<file path="config.mk">
export PLATFORM = sky130hd
export DESIGN_NAME = div_iter_unit
export DESIGN_NICKNAME = d
export VERILOG_FILES = /design/src/rtl/div_iter_unit.sv
export SDC_FILE = /design/constraint.sdc
export NUM_CORES = 1
export LEC_CHECK = 0
export CAP_MARGIN = 20
export CORE_ASPECT_RATIO = 0.8
export CORE_UTILIZATION = 28
export CTS_BUF_LIST = sky130_fd_sc_hd__clkbuf_4
export CTS_CLUSTER_SIZE = 16
export DETAILED_ROUTE_END_ITERATION = 8
export GPL_TIMING_DRIVEN = 0
export PLACE_DENSITY = 0.42
export REMOVE_ABC_BUFFERS = 1
export SYNTH_ARGS = -nofsm -noshare
export SYNTH_HDL_FRONTEND = slang
export SYNTH_SLANG_ARGS = --single-unit
</file>
<file path="constraint.sdc">
create_clock -name clk -period 7.5 [get_ports clk]
set_clock_uncertainty 0.15 [all_clocks]
set_input_delay 1.5 -clock clk [delete_from_list [all_inputs] [get_ports clk]]
set_output_delay 1.5 -clock clk [all_outputs]
set_load 0.03 [all_outputs]
</file>
<file path="src/rtl/div_iter_unit.sv">
// Multi-cycle restoring divider (signed/unsigned) for the EX stage, result {remainder, quotient}.
// Latency WIDTH+1 edges from an accepted start (2 for a zero divisor); result is held until start drops.
module div_iter_unit #(
    parameter int WIDTH = 32,
    parameter int CNT_W = 7
) (
    input  logic               clk,
    input  logic               resetn,
    input  logic               signed_div_i,
    input  logic [WIDTH-1:0]   opdata1_i,
    input  logic [WIDTH-1:0]   opdata2_i,
    input  logic               start_i,
    input  logic               annul_i,
    output logic [2*WIDTH-1:0] result_o,
    output logic               ready_o,
    output logic               busy_o,
    output logic               div_zero_o
);

    typedef enum logic [1:0] {IDLE, DZERO, BUSY, DONE} state_t;

    state_t           state;
    logic [WIDTH-1:0] dvd;
    logic [WIDTH-1:0] dsr;
    logic [WIDTH-1:0] rem;
    logic             q_neg;
    logic             r_neg;
    logic [CNT_W-1:0] cnt;

    logic             sign1;
    logic             sign2;
    logic [WIDTH:0]   rem_sh;
    logic [WIDTH+1:0] diff;
    logic             borrow;
    logic [WIDTH-1:0] q_next;
    logic [WIDTH-1:0] r_next;
    logic [WIDTH-1:0] q_fix;
    logic [WIDTH-1:0] r_fix;

    assign sign1  = signed_div_i & opdata1_i[WIDTH-1];
    assign sign2  = signed_div_i & opdata2_i[WIDTH-1];

    // One restoring step: shift the next dividend bit into the partial remainder and trial-subtract.
    assign rem_sh = {rem, dvd[WIDTH-1]};
    assign diff   = {1'b0, rem_sh} - {2'b00, dsr};
    assign borrow = diff[WIDTH+1];
    assign q_next = {dvd[WIDTH-2:0], ~borrow};
    assign r_next = borrow ? rem_sh[WIDTH-1:0] : diff[WIDTH-1:0];
    assign q_fix  = q_neg ? -q_next : q_next;
    assign r_fix  = r_neg ? -r_next : r_next;

    always_ff @(posedge clk or negedge resetn) begin
        if (!resetn) begin
            state      <= IDLE;
            dvd        <= '0;
            dsr        <= '0;
            rem        <= '0;
            q_neg      <= 1'b0;
            r_neg      <= 1'b0;
            cnt        <= '0;
            result_o   <= '0;
            ready_o    <= 1'b0;
            busy_o     <= 1'b0;
            div_zero_o <= 1'b0;
        end else begin
            case (state)
                IDLE: begin
                    if (start_i && !annul_i) begin
                        busy_o <= 1'b1;
                        if (opdata2_i == '0) begin
                            state <= DZERO;
                        end else begin
                            state <= BUSY;
                            dvd   <= sign1 ? -opdata1_i : opdata1_i;
                            dsr   <= sign2 ? -opdata2_i : opdata2_i;
                            rem   <= '0;
                            q_neg <= sign1 ^ sign2;
                            r_neg <= sign1;
                            cnt   <= '0;
                        end
                    end
                end
                DZERO: begin
                    busy_o <= 1'b0;
                    if (annul_i) begin
                        state <= IDLE;
                    end else begin
                        state      <= DONE;
                        result_o   <= '0;
                        ready_o    <= 1'b1;
                        div_zero_o <= 1'b1;
                    end
                end
                BUSY: begin
                    if (annul_i) begin
                        state  <= IDLE;
                        busy_o <= 1'b0;
                    end else begin
                        dvd <= q_next;
                        rem <= r_next;
                        cnt <= cnt + 1'b1;
                        if (cnt == CNT_W'(WIDTH - 1)) begin
                            state      <= DONE;
                            busy_o     <= 1'b0;
                            result_o   <= {r_fix, q_fix};
                            ready_o    <= 1'b1;
                            div_zero_o <= 1'b0;
                        end
                    end
                end
                DONE: begin
                    if (!start_i || annul_i) begin
                        state      <= IDLE;
                        result_o   <= '0;
                        ready_o    <= 1'b0;
                        div_zero_o <= 1'b0;
                    end
                end
                default: state <= IDLE;
            endcase
        end
    end

endmodule

</file>
Word-level counts from Yosys, hierarchy flattened. Cells that the tools add are included.

$add $sub $neg: 6. Equality and inequality tests: 11. Multiplexer cells: 40. Bitwise logic cells: 5. Reduce and logical (&&, ||, !) cells: 14.

Operators with widths (count): 32-bit two-way mux (11); 64-bit two-way mux (4); 64-bit case mux with 3 select lines (1); 32-bit negator (4); 32-bit case mux with 2 select lines (2); 33-bit by 32-bit subtractor with 34-bit output (1); 32-bit zero test (1); 7-bit two-way mux (3); 7-bit case mux with 2 select lines (1); 2-bit two-way mux (6); 2-bit != test (second input constant) (6); 1-bit case mux with 3 select lines (3); 3-bit AND reduction (3); 1-bit two-way mux (8); 2-bit case mux with 4 select lines (1); 7-bit by 1-bit adder with 7-bit output (second input constant) (1); 7-bit by 5-bit == test with 1-bit output (second input constant) (1); 3-bit nonzero test (2); 5-bit AND reduction (1); 2-bit == test (second input constant) (2); 4-bit AND reduction (1); 3-bit != test (second input constant) (1); 1-bit bitwise AND (2); 2-bit by 1-bit == test with 1-bit output (second input constant) (1); 7 further kinds (9).

Bits in registers: 174. Output and inout bits: 67. Word-level logic and storage cells: 87.

Depth between registers and ports, before layout. Gate-level depths: netlist of the first run.

Depth in word-level cells: 7. Depth in mapped cells: 24. Mapped depth without buffers: 19.

Worst setup path before layout of the first run. No wires, ideal clock.

Path type: register to register. Start: register rem[15]. End: register result_o[58]. Library setup time: 0.130 ns. Data arrival time: 4.937 ns. Data required time: 7.220 ns. Slack: 2.283 ns. Stages on the path, launching flop included: 23. Buffers on the path: 5. Period minus slack after synthesis: 5.217 ns. Cell sequence: dfrtp_1 > ha_1 > buf_6 > a21oi_4 > o21ai_2 > a2111oi_2 > o31ai_1 > or2_1 > buf_6 > buf_2 > buf_2 > buf_2 > o21ai_0 > ha_1 > nand2_1 > or3_1 > or4_1 > or4_1 > a211oi_2 > nand4_1 > o21ai_1 > xor2_1 > o21ai_1.

Cells in the longest elaborated chain, start to end: 7.

Ends and longest elaborated chain: start, declared (line 25) `logic [WIDTH-1:0] rem;`; start signal, assigned (line 100) `rem <= r_next;`; 33-bit by 32-bit subtractor with 34-bit output (line 45) `assign diff = {1'b0, rem_sh} - {2'b00, dsr};`; 32-bit two-way mux (*) (line 48) `assign r_next = borrow ? rem_sh[WIDTH-1:0] : diff[WIDTH-1:0];`; 32-bit negator (line 50) `assign r_fix = r_neg ? -r_next : r_next;`; 32-bit two-way mux (*) (line 50); 64-bit two-way mux (*) (line 102) `if (cnt == CNT_W'(WIDTH - 1)) begin`; 64-bit two-way mux (*) (line 95) `if (annul_i) begin`; 64-bit case mux with 3 select lines (*) (line 66) `case (state)`; end signal, assigned (line 105) `result_o <= {r_fix, q_fix};`; end, declared (line 14) `output logic [2*WIDTH-1:0] result_o,`.

Every way passes the cells marked *; elsewhere a longest branch is shown, timed or not. The select of a mux whose other input is x is not followed. A chain may end at the register's enable or synchronous reset.

Final worst setup path of the first run.
Start: register rem[13]. End: register result_o[28].

Cells in the longest elaborated chain, start to end: 7.

Ends and longest elaborated chain: 33-bit by 32-bit subtractor with 34-bit output (line 45); 1-bit NOT (line 47) `assign q_next = {dvd[WIDTH-2:0], ~borrow};`; 32-bit negator (line 49) `assign q_fix = q_neg ? -q_next : q_next;`; 32-bit two-way mux (line 49); 64-bit two-way mux (line 102); 64-bit two-way mux (line 95); 64-bit case mux with 3 select lines (line 66).

No other way between the ends. The select of a mux whose other input is x is not followed.

==> out/qor.txt, run 1 <==
Run status = finished, final reports clean
Clock Power Share = 12.7%
Sw Pwr = 2.55 mW
Fin Hold WS = 0.343 ns
Cell area after synthesis = 0.0122 mm²
DR iter-0 viols = 703
Hold EP = result_o[26]$_DFFE_PN0P_
Cell row count = 68
Avg Cell Area, Syn = 8.07 µm²
First-pass GRT wire length = 60.8 mm
Hold-fix buffers, CTS = 0
Die area = 0.0446 mm²
Int Pwr = 2.70 mW
Synth warn = 0
Filler instances = 4557
Top cells by count, synth = nand2_1, o21ai_0, dfrtp_1
Post-synthesis cell count = 1518
Initial antenna violation count = 1
R2R depth = 18
Worst setup path category = reg -> reg
Crit end category = flop
Slew Limit Fails = 0
FF-to-FF End = result_o[28]$_DFFE_PN0P_
Reg-to-reg critical path startpoint = rem[13]$_DFFE_PN0P_
Main synth FF type = dfrtp_1
Cts repair resizes = 0
VDD IR max = 0.180 mV
Clock Tree Buf Depth = 2
Hold Vio Cnt, Final = 0
Final-stage net count = 1711
Register area share after synthesis = 35.6%
GR Layer Usage met1 = 25.8%
Slew HR = 29.4%
# clock sinks = 174
PwrDens = 360 mW/mm²
Combinational share of power = 57.6%
Vias per Instance = 5.06
Req. time, crit path = 7.86 ns
Routed WL per cell = 17.5 µm
EDFF count, synth = 0
H-tree depth = 4
Hold depth = 2
Final Total Pwr = 5.24 mW
Top-area cell type share of the netlist area = 35.6%
Most common cell in the netlist = nand2_1
Total negative slack = 0 ns
Post-DP HPWL = 28.4 mm
Area delta synth->final = 18.9%
Yosys reg bits = 174
Hold_sp = result_o[26]$_DFFE_PN0P_
Hold Path Class = reg -> reg
Maximum number of pins on one net before global-route repair = 98
Crit-path max FO = 39
Worst-Margin Slew = 1.06 ns
Static leakage = 5.95 nW
Total gr overflow = 0
Endpoints failing setup = 0
Startpoint Class = flop
Period Utilization, post-route = 83.7%
CTS tree = yes
Seq pwr share = 29.8%
Die Wd = 236 µm
Multi-input gate area = 0.00732 mm²
Total CTS buffers = 17
RSZ-0062 raised after global routing = false
Worst-path clk slew = 0.15 ns
Drc violations = 0
Reg2reg setup slack = 1.22 ns
CP arrival = 6.64 ns
Top Ports = 136
DRT Wirelength = 38.0 mm
Leading area contributor after synthesis = dfrtp_1
Share of flip-flops with an asynchronous set or reset = 100%
IO Port Bufs = 135
Total Routing Usage GR = 17.3%
Period minus WS final = 6.28 ns
Clock Latency Late Sink = 0.64 ns
Grt peak-use layer = met1
Met3 GRT Util = 3.15%
Vias = 10990
1st-pass router iterations = 5
MaxCap Viol Count = 0
FF+latch area = 0.00435 mm²
Final antenna-violating net count = 0
Fmax = 0.159 GHz
Setup repair bufs after CTS = 0
Met2 GRT Util = 25.8%
Synth area leaders = dfrtp_1, nand2_1, o21ai_0
Vias in the first global route = 10450
Root Driver = clkbuf_4
Core area = 0.0431 mm²
Synth unique cells = 81
Initial Util = 28.4%
Die Span Y = 189 µm
Sw Share = 48.6%
Layout cell share with drive strength beyond 1 = 4.78%
RD Place Congestion = 0.827
==> cells by family after synthesis <==
group	Yosys count	share of synthesized area, %
fa+ha+maj	44	4.56
mux	22	1.83
simple gates	539	20.3
flops	174	35.6
buf+inv	143	4.89
xor+xnor	144	10.3
compound gates	452	22.6
==> power groups by stage <==
| stage | combinational [mW] | clock [mW] | sequential (mW) |
|---|---|---|---|
| final | 3.02 | 0.664 | 1.56 |
| after global routing | 3.37 | 0.730 | 1.61 |
| after CTS | 3.01 | 0.693 | 1.57 |
| after detailed placement | 3.00 | 0 | 1.59 |
| after global placement | 2.90 | 0 | 1.60 |
| after floorplan | 1.67 | 0 | 1.78 |
==> worst max-delay path by stage <==
stage	from	end	cells after the start
after global placement	opdata2_i[2]	dvd[31]$_DFFE_PN0P_	10
after CTS	rem[13]$_DFFE_PN0P_	result_o[28]$_DFFE_PN0P_	18
after global routing	rem[13]$_DFFE_PN0P_	result_o[28]$_DFFE_PN0P_	18
after detailed placement	rem[13]$_DFFE_PN0P_	result_o[28]$_DFFE_PN0P_	18
final	rem[13]$_DFFE_PN0P_	result_o[28]$_DFFE_PN0P_	18
after floorplan	opdata2_i[2]	cnt[0]$_DFFE_PN0P_	8
==> flip-flops by register name, summed over array words and instances (netlist names) <==
signal,flops
busy_o,1
cnt,7
div_zero_o,1
dsr,32
dvd,32
q_neg,1
r_neg,1
ready_o,1
rem,32
result_o,64
state,2
==> layout by cell type, fill, tap and decap left out, types with 4 or more instances in the layout <==
cell,instances
o41ai_1,11
nand3_1,24
nand3b_1,7
or3_1,23
o21a_1,11
buf_12,6
xnor2_1,72
o22ai_1,4
a21oi_4,4
buf_16,4
bufinv_16,5
nor2_1,94
and2_1,9
xor2_1,72
nand4_1,14
nor3_1,26
dfrtp_1,174
clkbuf_4,18
clkdlybuf4s50_1,134
a21oi_1,96
o21ai_1,19
a21o_1,10
nand2b_1,12
buf_8,5
and3_1,7
nor4_1,9
or4_1,15
a31oi_1,13
o211ai_1,8
mux2i_1,19
a21boi_0,5
ha_1,42
nand2_1,270
o21ai_0,181
inv_1,54
or2_2,5
o31ai_1,46
nor2b_1,6
a211oi_1,5
==> metal layers <==
metal  up-vias  wire [µm]
met2       166      16200
met3        15       1420
met4         0        339
met5         -          0
li1       5503          -
met1      5306      20000
==> worst max-delay path, stage by stage, from the launching register on <==
cell and delay [ns]:
dfrtp_1 0.52, ha_1 0.42, a21oi_2 0.21, o21ai_2 0.15
a2111oi_2 0.38, o31ai_1 0.24, or2_2 0.57, buf_12 0.27
inv_4 0.37, ha_1 0.26, nand2b_1 0.14, or3_1 0.38
or4_1 0.57, o31ai_1 0.52, nand2_1 0.22, a21oi_1 0.30
o21ai_0 0.17, xnor2_1 0.18, o21ai_0 0.09
==> cell type report <==
class,instances,share of cell area [%]
Clock buffer,18,0.928
Timing Repair Buffer,149,11.3
Antenna cell,1,0.0172
Sequential cell,174,29.9
Clock inverter,13,1.33
Multi-Input combinational cell,1201,50.3
Inverter,55,1.43
Tap cell,560,4.81
==> through the flow <==
step / util [%] / worst slack [ns] / instances / instance area, µm²
after floorplan: - / -1.13 / 1430 / 11900
after global placement: 32.2 / -6.66 / 2125 / 13900
after global routing: 33.8 / 0.743 / 2171 / 14600
after detailed placement: 32.9 / 1.19 / 2137 / 14200
after CTS: 33.6 / 1.17 / 2168 / 14500
final: 33.8 / 1.22 / 2171 / 14600
Note: power is estimated with default switching activity, not from simulation.
==> run 2, diff against run 1 <==
Settings changed: PLACE_DENSITY 0.42 to 0.44.
Clock period 7.5 ns to 5.03 ns, I/O delays scaled along.
==> run 2 against run 1 <==
Sequential power up 48%. Power rose by 53%. First-iteration DRC count up 4.6%. Hold slack worse by 0.20 ns. Clock-buffer cell count down 1. Largest cell class unchanged. Non-clock buffer count increased by 29. Global-route usage increased by 0.13 points. Cell area is 4.6% higher. Die area unchanged. Largest power group unchanged. Maximum frequency rose by 28%.
==> out/qor.txt, run 2 (synthesis gave the netlist of run 1 again) <==
Run status = finished, final reports clean (unchanged)
Total negative slack = 0 ns (unchanged)
DR iter-0 viols = 735 (was 703)
Total gr overflow = 0 (unchanged)
Reg2reg setup slack = 0.14 ns (was 1.22 ns)
Crit path cell chain = ha_4 > a21oi_4 > o21ai_4 > a2111oi_4 > o31ai_4 > or2_4 > o21ai_4 > ha_4 > nand2_2 > or3_1 > or4_4 > or4_4 > a211oi_4 > nand4_1 > buf_6 > o21ai_2 > xnor2_1 > o21ai_1 (was ha_1 > a21oi_2 > o21ai_2 > a2111oi_2 > o31ai_1 > or2_2 > buf_12 > inv_4 > ha_1 > nand2b_1 > or3_1 > or4_1 > o31ai_1 > nand2_1 > a21oi_1 > o21ai_0 > xnor2_1 > o21ai_0)
# clock sinks = 174 (unchanged)
Worst path slowest cell = dfrtp_2 (was or2_2)
Commonest non-fill, non-tap cell in the layout = nand2_1 (unchanged)
Dpl cells = 2137 (unchanged)
Die Wd = 236 µm (unchanged)
Crit end category = flop (unchanged)
Post-DP HPWL = 28.0 mm (was 28.4 mm)
Final-stage net count = 1743 (was 1711)
IO Port Bufs = 135 (unchanged)
Endpoints failing setup = 0 (unchanged)
Hold Path Class = in -> async (was reg -> reg)
Layout cell share with drive strength beyond 1 = 10.5% (was 4.78%)
Drc violations = 0 (unchanged)
Worst-Margin Slew = 1.01 ns (was 1.06 ns)
CP top delay family = simple AND/OR/NAND/NOR gates (was compound AO/OA/AOI/OAI gates)
Commonest cells after routing, fill and taps aside = nand2_1, o21ai_0, dfrtp_1, clkdlybuf4s50_1 (was nand2_1, o21ai_0, dfrtp_1, clkdlybuf4s50_1, a21oi_1)
Core area = 0.0431 mm² (unchanged)
1st-pass router iterations = 5 (unchanged)
Cell row count = 68 (unchanged)
Hold-fix buffers, CTS = 0 (unchanged)
R2R depth = 18 (unchanged)
Slew Limit Fails = 0 (unchanged)
Die Span Y = 189 µm (unchanged)
Top Ports = 136 (unchanged)
Root Driver = clkbuf_4 (unchanged)
Startpoint Class = flop (unchanged)
Total CTS buffers = 17 (unchanged)
Final antenna-violating net count = 0 (unchanged)
Hold Vio Cnt, Final = 0 (unchanged)
Period minus WS final = 4.89 ns (was 6.28 ns)
Vias = 11172 (was 10990)
RSZ-0062 raised after global routing = true (was false)
Levels on crit path = 18 (unchanged)
Buf+Inv Stages, Crit Path = 1 (was 2)
Filler instances = 4455 (was 4557)
Worst-path clk slew = 0.16 ns (was 0.15 ns)
DRT Wirelength = 38.2 mm (was 38.0 mm)
Vias in the first global route = 10987 (was 10450)
Period Utilization, post-route = 97.2% (was 83.7%)
CP max stage delay = 0.49 ns (was 0.57 ns)
VDD IR max = 0.249 mV (was 0.180 mV)
Die area = 0.0446 mm² (unchanged)
Total Routing Usage GR = 17.4% (was 17.3%)
Clock Tree Buf Depth = 2 (unchanged)
CP arrival = 5.26 ns (was 6.64 ns)
Initial Util = 28.4% (unchanged)
Crit. Startpoint = rem[15]$_DFFE_PN0P_ (was rem[13]$_DFFE_PN0P_)
Crit-path max FO = 10 (was 39)
CTS tree = yes (unchanged)
RD Place Congestion = 0.856 (was 0.827)
PwrDens = 526 mW/mm² (was 360 mW/mm²)
Maximum number of pins on one net before global-route repair = 109 (was 98)
Static leakage = 6.09 nW (was 5.95 nW)
First-pass GRT wire length = 61.6 mm (was 60.8 mm)
Largest register FFs = 64 (unchanged)
Req. time, crit path = 5.41 ns (was 7.86 ns)
Reg-to-reg critical path startpoint = rem[15]$_DFFE_PN0P_ (was rem[13]$_DFFE_PN0P_)
Non-Filler Instances = 2204 (was 2171)
Routed WL per cell = 17.3 µm (was 17.5 µm)
Area delta synth->final = 24.4% (was 18.9%)
Fmax = 0.205 GHz (was 0.159 GHz)
MaxCap Viol Count = 0 (unchanged)
Slew HR = 32.5% (was 29.4%)
Top reg by flops = result_o (unchanged)
Initial antenna violation count = 2 (was 1)
Vias per Instance = 5.07 (was 5.06)
Worst setup path category = reg -> reg (unchanged)
Clock Latency Late Sink = 0.64 ns (about the same)
H-tree depth = 4 (unchanged)
## run 2: cell types whose count changed in the layout (fill, tap and decap cells not counted), moves of 4 or more
cell	change
ha_2	+4
dfrtp_1	-12
dfrtp_2	+12
inv_2	+7
o21ai_4	+4
nand2_1	-4
inv_1	-7
buf_4	+27
ha_1	-22
ha_4	+18
clkinvlp_4	+6
inv_6	+4
bufinv_16	-4
## run 2: through the flow
| stage | hold WS [ns] | instance area (µm²) | power, mW | util [%] | setup WS, ns |
|---|---|---|---|---|---|
| after detailed placement | 0.320 | 14200 | 6.83 | 32.9 | -1.34 |
| after global placement | 0.312 | 13900 | 6.57 | 32.2 | -8.53 |
| after global routing | 0.112 | 15200 | 8.73 | 35.3 | -0.0485 |
| final | 0.144 | 15200 | 8.02 | 35.3 | 0.143 |
| after floorplan | 0.316 | 11900 | 5.15 | - | -3.10 |
| after CTS | 0.105 | 14800 | 7.85 | 34.3 | 0.000127 |
## run 2: repair_timing
action / in CTS / in global routing
pin swaps: 11 / 18
setup buffers: 12 / 16
cloned: 2 / 1
endpoints found under the setup margin: 27 / 13
resized for setup: 50 / 48
## run 2: final timing paths
| path | endpoint |
|---|---|
| setup / recovery | result_o[60]$_DFFE_PN0P_ |
| hold / removal | state[0]$_DFFE_PN0P_ |
| setup reg to reg | result_o[60]$_DFFE_PN0P_ |
| hold reg to reg | result_o[24]$_DFFE_PN0P_ |
| max in group asynchronous | rem[24]$_DFFE_PN0P_ |
| min in group clk | result_o[24]$_DFFE_PN0P_ |
## run 2: layout make-up
cell class	count	area (µm²)	area share [%]
timing repair inverter	1	8.76	0.0575
timing repair buffer	178	1900	12.4
sequential	174	4370	28.7
multi-input combinational	1203	7770	51.0
antenna	1	2.50	0.0164
tap	560	701	4.60
inverter	55	223	1.46
clock buffer	17	128	0.838
clock inverter	15	136	0.895
## run 2: layer usage
metal | share of wire [%] | track usage, % | vias to the layer above
met5 | 0 | 0 | -
met4 | 1.7 | 4.02 | 0
met3 | 3.4 | 3.06 | 35
met2 | 42 | 25.9 | 196
met1 | 53 | 25.9 | 5377
li1 | - | - | 5564
## run 2: power breakdown
group / leakage [nW] / total (mW) / internal [mW] / switching, mW
registers: 2.26 / 2.31 / 1.89 / 0.422
logic: 3.70 / 4.88 / 1.92 / 2.96
clock network: 0.129 / 0.823 / 0.250 / 0.573
==> run 3, diff against run 2 <==
Settings changed: CORE_ASPECT_RATIO 0.8 to 1.2, GPL_ROUTABILITY_DRIVEN set to 0.
==> run 3 against run 2 <==
The flow now finishes with violations (design-rule violations). Final cell count fell by 0.64%. Cell area decreased by 0.82%. Non-clock buffer count is 5 lower. Critical path depth is 1 higher. Combinational power down 1%. Largest cell class unchanged. Highest routed layer unchanged.
==> out/qor.txt, run 3 (synthesis gave the netlist of run 1 again) <==
Worst-path clk slew = 0.17 ns (was 0.16 ns)
DR iter-0 viols = 612 (was 735)
Area delta synth->final = 23.3% (was 24.4%)
# clock sinks = 174 (unchanged)
Core area = 0.0430 mm² (was 0.0431 mm²)
Final antenna-violating net count = 0 (unchanged)
Filler instances = 4557 (was 4455)
Total Routing Usage GR = 17.7% (was 17.4%)
Worst-Margin Slew = 0.795 ns (was 1.01 ns)
CP arrival = 5.36 ns (was 5.26 ns)
Fmax = 0.201 GHz (was 0.205 GHz)
Crit-path max FO = 8 (was 10)
Die area = 0.0446 mm² (about the same)
Vias = 10977 (was 11172)
Hold Path Class = in -> async (unchanged)
RSZ-0062 raised after global routing = true (unchanged)
Reg2reg setup slack = 0.05 ns (was 0.14 ns)
Initial antenna violation count = 1 (was 2)
Die Wd = 193 µm (was 236 µm)
Slew Limit Fails = 0 (unchanged)
Final-stage net count = 1737 (was 1743)
Clock Latency Late Sink = 0.64 ns (about the same)
Vias per Instance = 5.01 (was 5.07)
Met2 GRT Util = 29.2% (was 25.9%)
Period Utilization, post-route = 99.1% (was 97.2%)
Final Total Pwr = 7.96 mW (was 8.02 mW)
MaxCap Viol Count = 0 (unchanged)
Routed WL per cell = 17.6 µm (was 17.3 µm)
Fin Hold WS = 0.227 ns (was 0.144 ns)
Reg-to-reg critical path startpoint = rem[21]$_DFFE_PN0P_ (was rem[15]$_DFFE_PN0P_)
Initial Util = 28.5% (was 28.4%)
Total CTS buffers = 17 (unchanged)
Crit end category = flop (unchanged)
GR Layer Usage met1 = 23.3% (was 25.9%)
Commonest cells after routing, fill and taps aside = nand2_1, o21ai_0, dfrtp_1, clkdlybuf4s50_1, nor2_1 (was nand2_1, o21ai_0, dfrtp_1, clkdlybuf4s50_1)
Largest register FFs = 64 (unchanged)
Vias in the first global route = 11008 (was 10987)
Maximum number of pins on one net before global-route repair = 94 (was 109)
Met3 GRT Util = 4.22% (was 3.06%)
Clock Tree Buf Depth = 2 (unchanged)
Crit. Startpoint = rem[21]$_DFFE_PN0P_ (was rem[15]$_DFFE_PN0P_)
CTS tree = yes (unchanged)
DRT Wirelength = 38.6 mm (was 38.2 mm)
Req. time, crit path = 5.40 ns (was 5.41 ns)
Non-Filler Instances = 2190 (was 2204)
VDD IR max = 0.262 mV (was 0.249 mV)
Total gr overflow = 0 (unchanged)
Post-DP HPWL = 28.0 mm (about the same)
H-tree depth = 4 (unchanged)
Static leakage = 6.06 nW (was 6.09 nW)
Fin area = 0.0151 mm² (was 0.0152 mm²)
Slew HR = 46.5% (was 32.5%)
R2R depth = 19 (was 18)
Top reg by flops = result_o (unchanged)
Total negative slack = 0 ns (unchanged)
Die Span Y = 231 µm (was 189 µm)
Worst setup path category = reg -> reg (unchanged)
Startpoint Class = flop (unchanged)
Cell row count = 83 (was 68)
First-pass GRT wire length = 61.7 mm (was 61.6 mm)
Failing checks = design-rule violations
IO Port Bufs = 135 (unchanged)
Top Ports = 136 (unchanged)
Layout cell share with drive strength beyond 1 = 9.65% (was 10.5%)
Dpl cells = 2130 (was 2137)
Drc violations = 7 (was 0)
Run status = complete, but fails checks (was finished, final reports clean)
1st-pass router iterations = 7 (was 5)
Worst setup margin = 0.0459 ns (was 0.143 ns)
Placed cell area = 0.0142 mm² (about the same)
Root Driver = clkbuf_4 (unchanged)
Period minus WS final = 4.98 ns (was 4.89 ns)
PwrDens = 527 mW/mm² (was 526 mW/mm²)
Worst slack, placed = -1.35 ns (was -1.34 ns)
Hold Vio Cnt, Final = 0 (unchanged)
Util after Layout = 35.1% (was 35.3%)
FF-to-FF End = result_o[58]$_DFFE_PN0P_ (was result_o[60]$_DFFE_PN0P_)
Grt peak-use layer = met2 (was met1)
Commonest non-fill, non-tap cell in the layout = nand2_1 (unchanged)
Endpoints failing setup = 0 (unchanged)
-- run 3: critical path, cell delays in order, from the launching register on --
cell       delay (ns)
dfrtp_2          0.48
ha_4             0.26
nand4_1          0.17
nor4_4           0.08
buf_4            0.14
a2111oi_4        0.38
o31ai_4          0.15
or2_4            0.32
o21ai_4          0.19
ha_2             0.21
nand2_1          0.04
or3_1            0.32
or4_4            0.45
or4_4            0.45
a211oi_4         0.29
nand4_1          0.17
buf_6            0.18
o21ai_2          0.12
xor2_1           0.20
o21ai_1          0.08
-- run 3: how the worst max path moves through the flow --
stage / endpoint / slack [ns] / cells past startpoint
floorplan: cnt[0]$_DFFE_PN0P_ / -3.10 / 8
global placement: dvd[31]$_DFFE_PN0P_ / -8.39 / 10
detailed placement: result_o[28]$_DFFE_PN0P_ / -1.35 / 18
CTS: result_o[60]$_DFFE_PN0P_ / 0.03 / 20
global route: result_o[58]$_DFFE_PN0P_ / -0.18 / 18
finish: result_o[58]$_DFFE_PN0P_ / 0.05 / 19
-- run 3: routing by layer --
layer  vias to the layer above  part of all wire, %  wire length (µm)
met1                      5234                   46             17900
met2                       164                   48             18500
li1                       5550                    -                 -
met5                         -                    0                 0
met3                        29                  4.6              1780
met4                         0                  1.3               486
-- run 3: repair_timing --
action                                  CTS  global route
pin swaps                                10            14
setup buffers                            12            11
hold buffers                              0             0
gates resized for setup                  42            42
cloned                                    1             1
endpoints found under the setup margin   26            14
-- run 3: cell type report --
type	instances	area [µm²]	share of cell area, %
multi-input combinational	1203	7700	51.0
sequential	174	4370	28.9
timing repair buffer	173	1860	12.3
tap	552	691	4.57
inverter	55	233	1.54
clock buffer	19	143	0.944
clock inverter	13	115	0.762
antenna	1	2.50	0.0166
-- run 3: where the power goes --
group | switching (mW) | internal (mW)
combinational | 2.93 | 1.90
clock | 0.561 | 0.258
sequential | 0.422 | 1.89
